--- src/rtl/dither_stream_ctrl.sv ---
// Frame/line sequencer and per-channel quantiser for the 24-bit pixel stream.
// Bypass, threshold rounding or per-line error diffusion, 1-cycle registered.
module dither_stream_ctrl #(
    parameter int COLOR_W    = 8,
    parameter int KEEP_BITS  = 4,
    parameter int THRESHOLD  = 4,
    parameter int LINE_CNT_W = 10
) (
    input  logic                  clk,
    input  logic                  rst,
    input  logic [3*COLOR_W-1:0]  data_in,
    input  logic                  visible,
    input  logic                  frame_start,
    input  logic [1:0]            SW,
    output logic [3*COLOR_W-1:0]  data_out,
    output logic                  visible_out,
    output logic [1:0]            mode_active,
    output logic [LINE_CNT_W-1:0] line_count
);

    localparam int RES_W = COLOR_W - KEEP_BITS;
    localparam logic [RES_W-1:0]      THR     = RES_W'(THRESHOLD);
    localparam logic [KEEP_BITS-1:0]  MSN_ONE = KEEP_BITS'(1);
    localparam logic [LINE_CNT_W-1:0] CNT_ONE = LINE_CNT_W'(1);

    localparam logic [1:0] MODE_BYPASS = 2'b00;
    localparam logic [1:0] MODE_ROUND  = 2'b01;
    localparam logic [1:0] MODE_DIFF   = 2'b10;

    typedef enum logic [1:0] {
        WAIT_FRAME = 2'b00,
        BLANK      = 2'b01,
        LINE       = 2'b10
    } state_t;

    state_t                  state_q, state_d;
    logic [1:0]              mode_d;
    logic [LINE_CNT_W-1:0]   line_d;
    logic [RES_W-1:0]        err_q [3];
    logic [RES_W-1:0]        err_d [3];
    logic [3*COLOR_W-1:0]    data_d;
    logic [COLOR_W-1:0]      c, px, sat;
    logic [RES_W-1:0]        e_eff;

    function automatic logic [COLOR_W-1:0] round_px(
        input logic [COLOR_W-1:0] v
    );
        logic [KEEP_BITS-1:0] msn;
        logic [RES_W-1:0]     lsn;
        msn = v[COLOR_W-1 -: KEEP_BITS];
        lsn = v[RES_W-1:0];
        // Full-scale MSN never rounds up, so white stays white.
        if (lsn >= THR && msn != '1)
            return {msn + MSN_ONE, {RES_W{1'b0}}};
        return {msn, {RES_W{1'b0}}};
    endfunction

    function automatic logic [COLOR_W-1:0] sat_sum(
        input logic [COLOR_W-1:0] v,
        input logic [RES_W-1:0]   e
    );
        logic [COLOR_W:0] s;
        s = {1'b0, v} + {{(COLOR_W+1-RES_W){1'b0}}, e};
        return s[COLOR_W] ? '1 : s[COLOR_W-1:0];
    endfunction

    always_comb begin
        state_d = state_q;
        mode_d  = mode_active;
        line_d  = line_count;
        if (frame_start) begin
            state_d = BLANK;
            mode_d  = (SW == 2'b11) ? MODE_BYPASS : SW;
            line_d  = '0;
        end else begin
            unique case (state_q)
                WAIT_FRAME: state_d = WAIT_FRAME;
                BLANK: begin
                    if (visible) begin
                        state_d = LINE;
                        if (line_count != '1)
                            line_d = line_count + CNT_ONE;
                    end
                end
                LINE: if (!visible) state_d = BLANK;
                default: state_d = WAIT_FRAME;
            endcase
        end
    end

    always_comb begin
        data_d = '0;
        c      = '0;
        px     = '0;
        sat    = '0;
        e_eff  = '0;
        for (int i = 0; i < 3; i++) begin
            c     = data_in[i*COLOR_W +: COLOR_W];
            e_eff = (state_q == LINE) ? err_q[i] : '0;
            sat   = sat_sum(c, e_eff);
            err_d[i] = (mode_active == MODE_DIFF && visible)
                     ? sat[RES_W-1:0] : '0;
            case (mode_active)
                MODE_ROUND: px = visible ? round_px(c) : '0;
                MODE_DIFF:  px = visible
                               ? {sat[COLOR_W-1 -: KEEP_BITS], {RES_W{1'b0}}}
                               : '0;
                default:    px = c;
            endcase
            if (state_q == WAIT_FRAME)
                px = '0;
            data_d[i*COLOR_W +: COLOR_W] = px;
        end
    end

    always_ff @(posedge clk) begin
        if (!rst) begin
            state_q     <= WAIT_FRAME;
            mode_active <= MODE_BYPASS;
            line_count  <= '0;
            data_out    <= '0;
            visible_out <= 1'b0;
            for (int i = 0; i < 3; i++)
                err_q[i] <= '0;
        end else begin
            state_q     <= state_d;
            mode_active <= mode_d;
            line_count  <= line_d;
            data_out    <= data_d;
            visible_out <= visible;
            for (int i = 0; i < 3; i++)
                err_q[i] <= err_d[i];
        end
    end

endmodule

--- config.mk ---
export PLATFORM = sky130hd
export DESIGN_NAME = dither_stream_ctrl
export DESIGN_NICKNAME = d
export VERILOG_FILES = /design/src/rtl/dither_stream_ctrl.sv
export SDC_FILE = /design/constraint.sdc
export NUM_CORES = 1
export LEC_CHECK = 0
export CAP_MARGIN = 5
export CORE_MARGIN = 1.5
export CORE_UTILIZATION = 30
export DETAILED_ROUTE_END_ITERATION = 10
export DONT_BUFFER_PORTS = 1
export GPL_ROUTABILITY_DRIVEN = 0
export MAX_ROUTING_LAYER = met4
export PLACE_DENSITY = 0.49
export SKIP_LAST_GASP = 1
export SYNTH_ARGS = -nofsm -noshare
export SYNTH_HDL_FRONTEND = slang
export SYNTH_SLANG_ARGS = --single-unit
--- constraint.sdc ---
create_clock -name clk -period 2.9 [get_ports clk]
set_clock_uncertainty 0.15 [all_clocks]
set_input_delay 0.58 -clock clk [delete_from_list [all_inputs] [get_ports clk]]
set_output_delay 0.58 -clock clk [all_outputs]
set_load 0.01 [all_outputs]
## Yosys cells after proc, flatten, opt, wreduce, memory -nomap -nowiden

Memories as Yosys holds them, arrays and structs flattened.
Index checks and enable logic that the tools add are counted.
W data, S select, Z words.

- Add/subtract/negate cells: 7
- Magnitude comparators: 3
- Eq/ne operators: 13
- Muxes and demuxes: 40
- Bitwise logic cells: 4
- Reduce and logical (&&, ||, !) cells: 10

Operators by type and width:

| operator | number |
|---|---|
| $mux W8 | 15 |
| $pmux W8 S2 | 3 |
| $mux W4 | 9 |
| $add A8 B4 Y9 | 3 |
| $add A4 B1 Y4 const B | 3 |
| $ge A4 B3 Y1 const B | 3 |
| $ne A4 B4 Y1 const B | 3 |
| $add A10 B1 Y10 const B | 1 |
| $ne A10 B10 Y1 const B | 1 |
| $mux W1 | 9 |
| $eq A2 B2 Y1 const B | 3 |
| $mux W2 | 3 |
| $ne A3 B3 Y1 const B | 2 |
| $eq A2 B1 Y1 const B | 2 |
| $logic_and A1 B1 Y1 | 4 |
| $ne A2 B2 Y1 const B | 2 |
| $pmux W2 S2 | 1 |
| $reduce_and A2 Y1 | 2 |
| $reduce_or A2 Y1 | 2 |
| $or A1 B1 Y1 | 3 |
| $reduce_and A3 Y1 | 1 |
| $logic_not A2 Y1 | 1 |
| $not A1 Y1 | 1 |

- Register bits after elaboration: 39
- Memory bits (writable): 12
- Bits of input ports: 30
- Output and inout port bits: 37
- Memories kept: 1

Memory list:

| name | words | width | rd ports | clocked after Yosys merged registers in | wr ports | line | source |
|---|---|---|---|---|---|---|---|
| err_q | 3 | 4 | 3 | 0 | 3 | 39 | `logic [RES_W-1:0] err_q [3];` |

## Logic depth before layout (Yosys ltp)

Gate-level depths: netlist of run 1.

- Word-level depth: 7
- Gate-level depth with buffers: 11

## Worst setup path after synthesis of run 1

No wires, ideal clock.

- Path kind: reg2reg
- From: register state_q[1]
- To: register data_out[23]
- Library setup time: 0.086 ns
- Arrival: 2.413 ns
- Data required time: 2.664 ns
- Slack: 0.251 ns
- Stages on the path, launching flop included: 12
- Cell sequence: dfxtp_1 -> nor2b_1 -> clkbuf_1 -> and2_1 -> ha_1 -> inv_1 -> fa_1 -> nor2b_1 -> o31a_2 -> nor4_1 -> or3b_1 -> a221oi_2

- Word-level cells in the longest chain between the ends: 6

Ends and longest elaborated chain:

| item | line | source |
|---|---|---|
| from (decl) | 36 | `state_t state_q, state_d;` |
| from (signal assigned) | 126 | `state_q <= state_d;` |
| $eq A2 B2 Y1 | 99 | `e_eff = (state_q == LINE) ? err_q[i] : '0;` |
| $mux W4 | 99 |  |
| $add A8 B4 Y9 | 63 | `s = {1'b0, v} + {{(COLOR_W+1-RES_W){1'b0}}, e};` |
| $mux W8 | 64 | `return s[COLOR_W] ? '1 : s[COLOR_W-1:0];` |
| $mux W8 | 106 | `? {sat[COLOR_W-1 -: KEEP_BITS], {RES_W{1'b0}}}` |
| $pmux W8 S2 | 103 | `case (mode_active)` |
| to (signal assigned) | 129 | `data_out <= data_d;` |
| to (decl) | 15 | `output logic [3*COLOR_W-1:0] data_out,` |

Parallel ways exist; a longest one is shown, timed or not.
A chain may end at the register's enable or synchronous reset.

## Final worst setup path of run 1

- From: register state_q[1]
- To: register data_out[7]

The elaborated chain is that of the path after synthesis.

==> impl_metrics.toml, run 1 <==
[clock_tree]
cts_hold_buf = 0
numCtsBuffers = 5
clock_sinks = 51
clk_latency_ns = 0.30
cts_root_buf = "clkbuf_8"
post_cts_resize_count = 0
htree_levels = 2
postCtsSetupBuffers = 0
clk_path_buf_depth = 2
clkTransAtPathRegs_ns = 0.10
cts_tree = "done"

[finish]
regArea_sq_um = 1021
final_cell_mix = "51 x dfxtp_1, 25 x nor2_1, 23 x a21oi_1"
syn2layout_area_growth_pct = 8.778
nFillCells = 971
final_area_sq_um = 3163
drive_gt1_share_pct = 5.621
final_cells = 467
multiInputGateArea_sq_um = 1769
diodes = 0
layout_commonest_cell = "dfxtp_1"
num-nets-final = 389

[grt]
track_usage_pct = 14.89
grt_pass1_wl_mm = 11.49
grt-ovfl-total = 0
grt_pass1_vias = 2199
grt_max_degree = 17
grt_antenna_before_repair = 0

[synth]
async_flop_share_pct = 0
synth-seq-area-share_pct = 35.11
synth_top_family_by_area = "simple AND/OR/NAND/NOR gates"
syn_nets = 386
synth-seq-cells = 51
ys.flop_type = "dfxtp_1"
synth_compound_area_share_pct = 20.40
synth_xor_xnor_area_share_pct = 5.422
syn_inst = 335
synth-edff-count = 0
synth_simple_gate_area_share_pct = 21.77
synth_cell_types = 56
yosysWarnings = 0
synth_fa_ha_area_share_pct = 9.811
yosys-mux-area-fraction_pct = 3.442
syn_avg_cell_area_sq_um = 8.680
synth_area_sq_um = 2908

[run]
drv_cap = 0

[power_and_ir_drop]
p_leak_nw = 1.311
power_density_nw_per_um2 = 428.0
ir_worst_vdd_mv = 0.1868

[sta]
setup_violations = 0
period_share_pct = 91.38
rsz0062_at_grt = "no"
tightest_slew_ns = 0.5369
period_minus_slack_ns = 2.650
drv_slew = 0
setup_tns_ns = 0
relSlewSlack_pct = 64.21
setup_ws_ns = 0.2501
finalHoldViolations = 0
max_clock_freq_ghz = 0.3774

[die]
die_w_um = 101.5
dieArea_sq_um = 10290
coreArea_sq_um = 9328
fp-row-count = 35
ios = 67
die_y_um = 101.5
initial_core_util_pct = 31.17

[critical_path]
crit_path_frequent_cell = "nor2b_1"
path_delay_family = "simple AND/OR/NAND/NOR gates"
cp-end-kind = "register"
worstPathCellList = "nor2b_1, buf_4, and2_1, ha_1, inv_1, fa_1, nor2b_1, o221ai_1, nand2_1, mux2i_1, o22ai_1"
slowest_stage = "dfxtp_1"
crit_required_ns = 2.98
max_stage_delay_ns = 0.40
critPathKind = "register to register"
cp_num_buf_inv = 2
worst_setup_path_start_kind = "register"
crit_arrival_ns = 2.73
cp_max_fo = 11

[place]
dp_cells = 460
post_dp_cell_area_sq_um = 3060
dpl.hpwl_mm = 5.674
io_buffers = 0
post-place-ws_ns = 0.2549

[route]
avgViaCountPerCell = 5.079
wl_mm = 7.335
num_vias = 2372
drt_pass1_iterations = 4
drtAntennaViolNets = 0
wl_per_cell_um = 15.71
drc = 0
initialDrtViolationCount = 109

[min_path]
hp-class = "input port to register"

[status]
status = "finished clean"
## power breakdown
part / internal, mW / leakage [nW] / switching [mW] / total (mW)
combinational: 0.0534 / 0.845 / 0.0721 / 0.125
clock: 0.254 / 0.0513 / 0.239 / 0.493
sequential: 0.718 / 0.414 / 0.0171 / 0.736
total: 1.03 / 1.31 / 0.328 / 1.35
## metrics by stage
step / hold WS (ns) / power [mW] / util [%]
global route: 0.2307 / 1.418 / 33.91
detailed placement: 0.4410 / 0.8786 / 32.81
global placement: 0.4335 / 0.8783 / 32.81
CTS: 0.2275 / 1.377 / 33.91
floorplan: 0.4044 / 0.8493 / -
finish: 0.2381 / 1.354 / 33.91
## layer usage
metal  up-vias  global-route usage [%]  share of wire (%)
met5         -                       -                  0
met4         0                   3.739               0.70
met3         4                   3.865                6.3
met2        69                   24.26                 47
met1      1089                   18.35                 46
li1       1210                       -                  -
## state kept, by name, summed over array words and instances, names as in the netlist
name         count
data_out        24
err_q           12
line_count      10
mode_active      2
state_q          2
visible_out      1
## logic make-up after synthesis
family                   after synthesis
AND/OR/NAND/NOR                      118
multiplexers                          10
XOR/XNOR                              18
adder cells (fa/ha/maj)               21
AO/OA/AOI/OAI                         89
flip-flops                            51
buffers and inverters                 28
## cell type report
type	instances	area share (%)
clock buffer	6	2.294
clock inverter	1	0.9494
inverter	19	2.255
multi-input combinational	256	55.93
sequential	51	32.28
tap	129	5.103
timing repair buffer	5	1.187
## path summary, 6_finish.rpt
kind                 startpoint        endpoint  slack, ns  cells past startpoint
hold / removal              rst  mode_active[1]       0.24                      1
setup / recovery     state_q[1]     data_out[7]       0.25                     11
hold reg to reg   line_count[1]   line_count[1]       0.45                      2
setup reg to reg     state_q[1]     data_out[7]       0.25                     11
## synth_stat cells (2+ instances only)
| library cell | n | area, sq um |
|---|---|---|
| o22ai_1 | 4 | 25.02 |
| and2_1 | 12 | 75.07 |
| o21bai_1 | 2 | 15.01 |
| clkbuf_1 | 6 | 22.52 |
| nor2_1 | 25 | 93.84 |
| ha_1 | 18 | 225.2 |
| a21o_1 | 3 | 22.52 |
| nand3b_1 | 3 | 22.52 |
| and3_1 | 19 | 118.9 |
| o22a_1 | 5 | 43.79 |
| and4_1 | 2 | 17.52 |
| o21a_1 | 3 | 22.52 |
| a21oi_1 | 23 | 115.1 |
| xnor2_1 | 3 | 26.28 |
| o21ai_0 | 19 | 95.09 |
| inv_1 | 19 | 71.32 |
| mux2i_1 | 10 | 100.1 |
| nand4_1 | 6 | 37.54 |
| fa_1 | 3 | 60.06 |
| nand2b_1 | 4 | 25.02 |
| a22oi_1 | 2 | 15.01 |
| nand3_1 | 8 | 40.04 |
| nor2b_1 | 5 | 31.28 |
| a31oi_1 | 3 | 18.77 |
| dfxtp_1 | 51 | 1021 |
| a211oi_1 | 5 | 37.54 |
| xor2_1 | 15 | 131.4 |
| o211ai_1 | 2 | 15.01 |
| o21ai_1 | 2 | 10.01 |
| o221ai_1 | 2 | 17.52 |
| nand2_1 | 18 | 67.56 |
| nor3_1 | 6 | 30.03 |
| nor3b_1 | 4 | 30.03 |
## worst register-to-register path, stage by stage (launching register included)
cell,delay [ns]
dfxtp_1,0.40
nor2b_1,0.18
buf_4,0.18
and2_1,0.13
ha_1,0.18
inv_1,0.06
fa_1,0.40
nor2b_1,0.21
o221ai_1,0.31
nand2_1,0.15
mux2i_1,0.07
o22ai_1,0.16
No activity file was read; power rests on OpenSTA's default activity.
==> inputs of run 2 (changes only) <==
GPL_TIMING_DRIVEN = 0   (was not set)
==> impl_metrics.toml, run 2 (same netlist as run 1, synthesis figures left out) <==
[sta]
max_clock_freq_ghz = 0.3550
finalHoldViolations = 0
relSlewSlack_pct = 36.86
holdWs_ns = 0.2299
setup_violations = 0
drv_slew = 0
tightest_slew_ns = 0.9408
setup_tns_ns = 0
setup_ws_ns = 0.08329
period_share_pct = 97.13
rsz0062_at_grt = "yes"
period_minus_slack_ns = 2.817

[route]
num_vias = 2377
drt_pass1_iterations = 4
drc = 0
initialDrtViolationCount = 81
wl_mm = 7.156
avgViaCountPerCell = 5.036
wl_per_cell_um = 15.16
drtAntennaViolNets = 0

[critical_path]
slowest_stage = "fa_1"
ff2ff_setup_slack_ns = 0.08
rr_startpoint = "state_q[1]"
crit_required_ns = 2.96
max_stage_delay_ns = 0.42
worst_setup_path_start_kind = "register"
crit_end = "data_out[23]"
cp-end-kind = "register"
worstPathCellList = "nor2b_4, clkbuf_8, and2_1, ha_1, inv_1, fa_1, nor2b_2, o31a_2, nor4_1, or3b_1, a221oi_2"
cp_max_fo = 10
reg2reg_depth = 11
startpoint = "state_q[1]"
path_delay_family = "simple AND/OR/NAND/NOR gates"
crit_arrival_ns = 2.88
cp_num_cells = 11
cp_num_buf_inv = 2
critPathKind = "register to register"
r2r-end = "data_out[23]"

[die]
coreArea_sq_um = 9328
die_y_um = 101.5
ios = 67
fp-row-count = 35
initial_core_util_pct = 31.17
dieArea_sq_um = 10290
die_w_um = 101.5

[finish]
final_area_sq_um = 3193
reg_top3 = "data_out (24), err_q (12), line_count (10)"
syn2layout_area_growth_pct = 9.811
regArea_sq_um = 1022
diodes = 0
regMostFlops = "data_out"
multiInputGateArea_sq_um = 1785
final_cell_mix = "50 x dfxtp_1, 25 x nor2_1, 23 x a21oi_1"
drive_gt1_share_pct = 6.997
nFillCells = 974
final_core_util_pct = 34.23
layout_commonest_cell = "dfxtp_1"
largest_reg_flops = 24
num-nets-final = 393

[grt]
grt-ovfl-total = 0
grt_pass1_vias = 2302
grt_antenna_before_repair = 0
track_usage_pct = 15.08
grt_pass1_wl_mm = 11.80
grt_max_degree = 19

[clock_tree]
cts_tree = "done"
numCtsBuffers = 5
clkTransAtPathRegs_ns = 0.11
clock_sinks = 51
cts_root_buf = "clkbuf_8"
cts_hold_buf = 0
clk_latency_ns = 0.31
htree_levels = 2
clk_path_buf_depth = 2
postCtsSetupBuffers = 0

[place]
post-place-ws_ns = -0.3524
dpl.hpwl_mm = 5.491
io_buffers = 0
post_dp_cell_area_sq_um = 3069

[status]
status = "finished clean"

[min_path]
hp-class = "input port to register"
min_from = "rst"

[run]
drv_cap = 0

[power_and_ir_drop]
power_density_nw_per_um2 = 409.3
p_leak_nw = 1.310
ir_worst_vdd_mv = 0.1873
[run 2: layout make-up]
cell class,count,share of cell area [%]
clock inverter,3,0.8621
tap,129,5.055
buffer,9,1.763
clock buffer,5,2.155
sequential,51,32.01
inverter,19,2.234
multi-input combinational,256,55.92
[run 2: worst min-delay path by stage]
stage | endpoint | depth (start not counted) | slack, ns
finish | state_q[0] | 1 | 0.23
global route | state_q[0] | 1 | 0.22
CTS | state_q[0] | 1 | 0.21
detailed placement | line_count[1] | 2 | 0.45
global placement | line_count[1] | 2 | 0.44
floorplan | line_count[1] | 2 | 0.40
[run 2: through the flow]
| step | std cells | power [mW] |
|---|---|---|
| 4_1_cts | 472 | 1.328 |
| 6_report | 472 | 1.307 |
| 5_1_grt | 472 | 1.378 |
| 3_3_place_gp | 464 | 0.8778 |
| 3_5_place_dp | 464 | 0.8784 |
| 2_1_floorplan | 335 | 0.8493 |
[run 2: where the power goes]
group / internal (mW) / switching (mW) / total (mW)
sequential: 0.719 / 0.0171 / 0.736
clock: 0.179 / 0.264 / 0.443
combinational: 0.0537 / 0.0743 / 0.128
total: 0.952 / 0.355 / 1.31
[run 2: layer usage]
| layer | vias to the layer above | GRT usage (%) | share of wire [%] |
|---|---|---|---|
| met5 | - | - | 0 |
| met4 | 0 | 4.060 | 0.89 |
| met3 | 7 | 3.865 | 6.1 |
| met2 | 62 | 22.66 | 45 |
| met1 | 1088 | 20.07 | 48 |
| li1 | 1220 | - | - |
[run 2: repair_timing]
action,CTS,global route
setup endpoints to repair,23,3
hold endpoints to repair,0,0
resized for setup,6,2
==> inputs of run 3 (changes only) <==
CORE_ASPECT_RATIO = 1.1   (was not set)
GPL_ROUTABILITY_DRIVEN = not set   (was 0)
==> impl_metrics.toml, run 3 (same netlist as run 1, synthesis figures left out) <==
[clock_tree]
cts_root_buf = "clkbuf_8"
clock_sinks = 51
htree_levels = 2
numCtsBuffers = 5
clkTransAtPathRegs_ns = 0.11
cts_hold_buf = 0
clk_latency_ns = 0.31
clk_path_buf_depth = 2
cts_tree = "done"
postCtsSetupBuffers = 0

[finish]
final_core_util_pct = 33.88
largest_reg_flops = 24
diodes = 0
syn2layout_area_growth_pct = 9.509
final_cell_mix = "50 x dfxtp_1, 25 x nor2_1, 23 x a21oi_1"
regMostFlops = "data_out"
num-nets-final = 393
drive_gt1_share_pct = 7.580
layout_commonest_cell = "dfxtp_1"
final_area_sq_um = 3184
reg_top3 = "data_out (24), err_q (12), line_count (10)"

[place]
io_buffers = 0
dpl.hpwl_mm = 5.538
gp_congestion = 0.8186
post-place-ws_ns = -0.3749
post_dp_cell_area_sq_um = 3054

[critical_path]
crit_required_ns = 2.99
worst_setup_path_start_kind = "register"
slowest_stage = "fa_1"
ff2ff_setup_slack_ns = 0.18
worstPathCellList = "nor2b_4, clkbuf_8, and2_1, ha_1, inv_1, fa_1, nor2b_2, o31a_2, nor4_1, or3b_1, a221oi_2"
cp-end-kind = "register"
critPathKind = "register to register"
cp_num_cells = 11
rr_startpoint = "state_q[1]"
reg2reg_depth = 11
r2r-end = "data_out[23]"
path_delay_family = "simple AND/OR/NAND/NOR gates"
cp_num_buf_inv = 2
cp_max_fo = 10
max_stage_delay_ns = 0.42
crit_arrival_ns = 2.81

[die]
coreArea_sq_um = 9398
ios = 67
die_w_um = 96.87
fp-row-count = 37
initial_core_util_pct = 30.94
die_y_um = 106.3
dieArea_sq_um = 10290

[sta]
drv_slew = 0
finalHoldViolations = 0
setup_violations = 0
tightest_slew_ns = 0.8512
max_clock_freq_ghz = 0.3673
rsz0062_at_grt = "no"
holdWs_ns = 0.2331
relSlewSlack_pct = 42.87
setup_tns_ns = 0
period_minus_slack_ns = 2.722
period_share_pct = 93.87
setup_ws_ns = 0.1776

[grt]
grt_antenna_before_repair = 0
grt_pass1_vias = 2332
grt_max_degree = 17
grt-ovfl-total = 0
track_usage_pct = 15.03
grt_pass1_wl_mm = 11.93

[min_path]
min_from = "rst"
hp-class = "input port to register"
min_to = "state_q[0]"
hold_path_depth = 1

[power_and_ir_drop]
p_sw_share_pct = 26.60
p_switching_uw = 350.9
sequentialPowerShare_pct = 55.8
power_frac_clock_pct = 34.6
p_leak_nw = 1.306
p_comb_share_pct = 9.6
internal-power_uw = 968.0
power_density_nw_per_um2 = 414.2
ir_worst_vdd_mv = 0.1523

[run]
drv_cap = 0

[route]
avgViaCountPerCell = 5.209
drc = 0
wl_per_cell_um = 15.62
drt_pass1_iterations = 4
wl_mm = 7.183
drtAntennaViolNets = 0
initialDrtViolationCount = 78
num_vias = 2396

[status]
status = "finished clean"
[run 3: changes by cell type in the layout (fill, tap and decap cells not counted), sizes merged]
cell	before	now
clkbuf	11	12
clkinv	0	1
inv	21	19
[run 3: stage by stage]
stage,instances,total power [mW]
after floorplan,335,0.8493
after global placement,452,0.8777
after detailed placement,452,0.8791
after CTS,460,1.340
after global routing,460,1.379
final,460,1.319
[run 3: how the worst max path moves through the flow]
stage,start,to,slack [ns]
2_1_floorplan,state_q[1],data_out[23],0.25
3_3_place_gp,state_q[1],data_out[7],-0.43
3_5_place_dp,state_q[1],data_out[7],-0.37
4_1_cts,state_q[1],data_out[23],0.02
5_1_grt,state_q[1],data_out[23],0.002
6_report,state_q[1],data_out[23],0.18
[run 3: power groups by stage]
stage	sequential [mW]	combinational, mW	clock (mW)
floorplan	0.749	0.100	0
global placement	0.752	0.125	0
detailed placement	0.752	0.127	0
CTS	0.736	0.128	0.476
global route	0.738	0.145	0.496
finish	0.736	0.127	0.456
[run 3: routing by layer]
layer,global-route usage [%],share of wire (%)
met5,-,0
met4,4.037,0.85
met3,5.194,8.2
met2,25.12,48
met1,17.20,43
[run 3: final cells by class]
type	count	area, sq um
inverter	19	71.32
multi-input combinational	256	1789
fill	995	6213
sequential	51	1022
clock inverter	2	16.27
tap	117	146.4
buffer	9	56.30
clock buffer	6	82.58
[run 3: what timing repair did]
| item | CTS | global route |
|---|---|---|
| gates resized for setup | 5 | 5 |
| setup endpoints to repair | 24 | 8 |
| gates cloned | 0 | 0 |
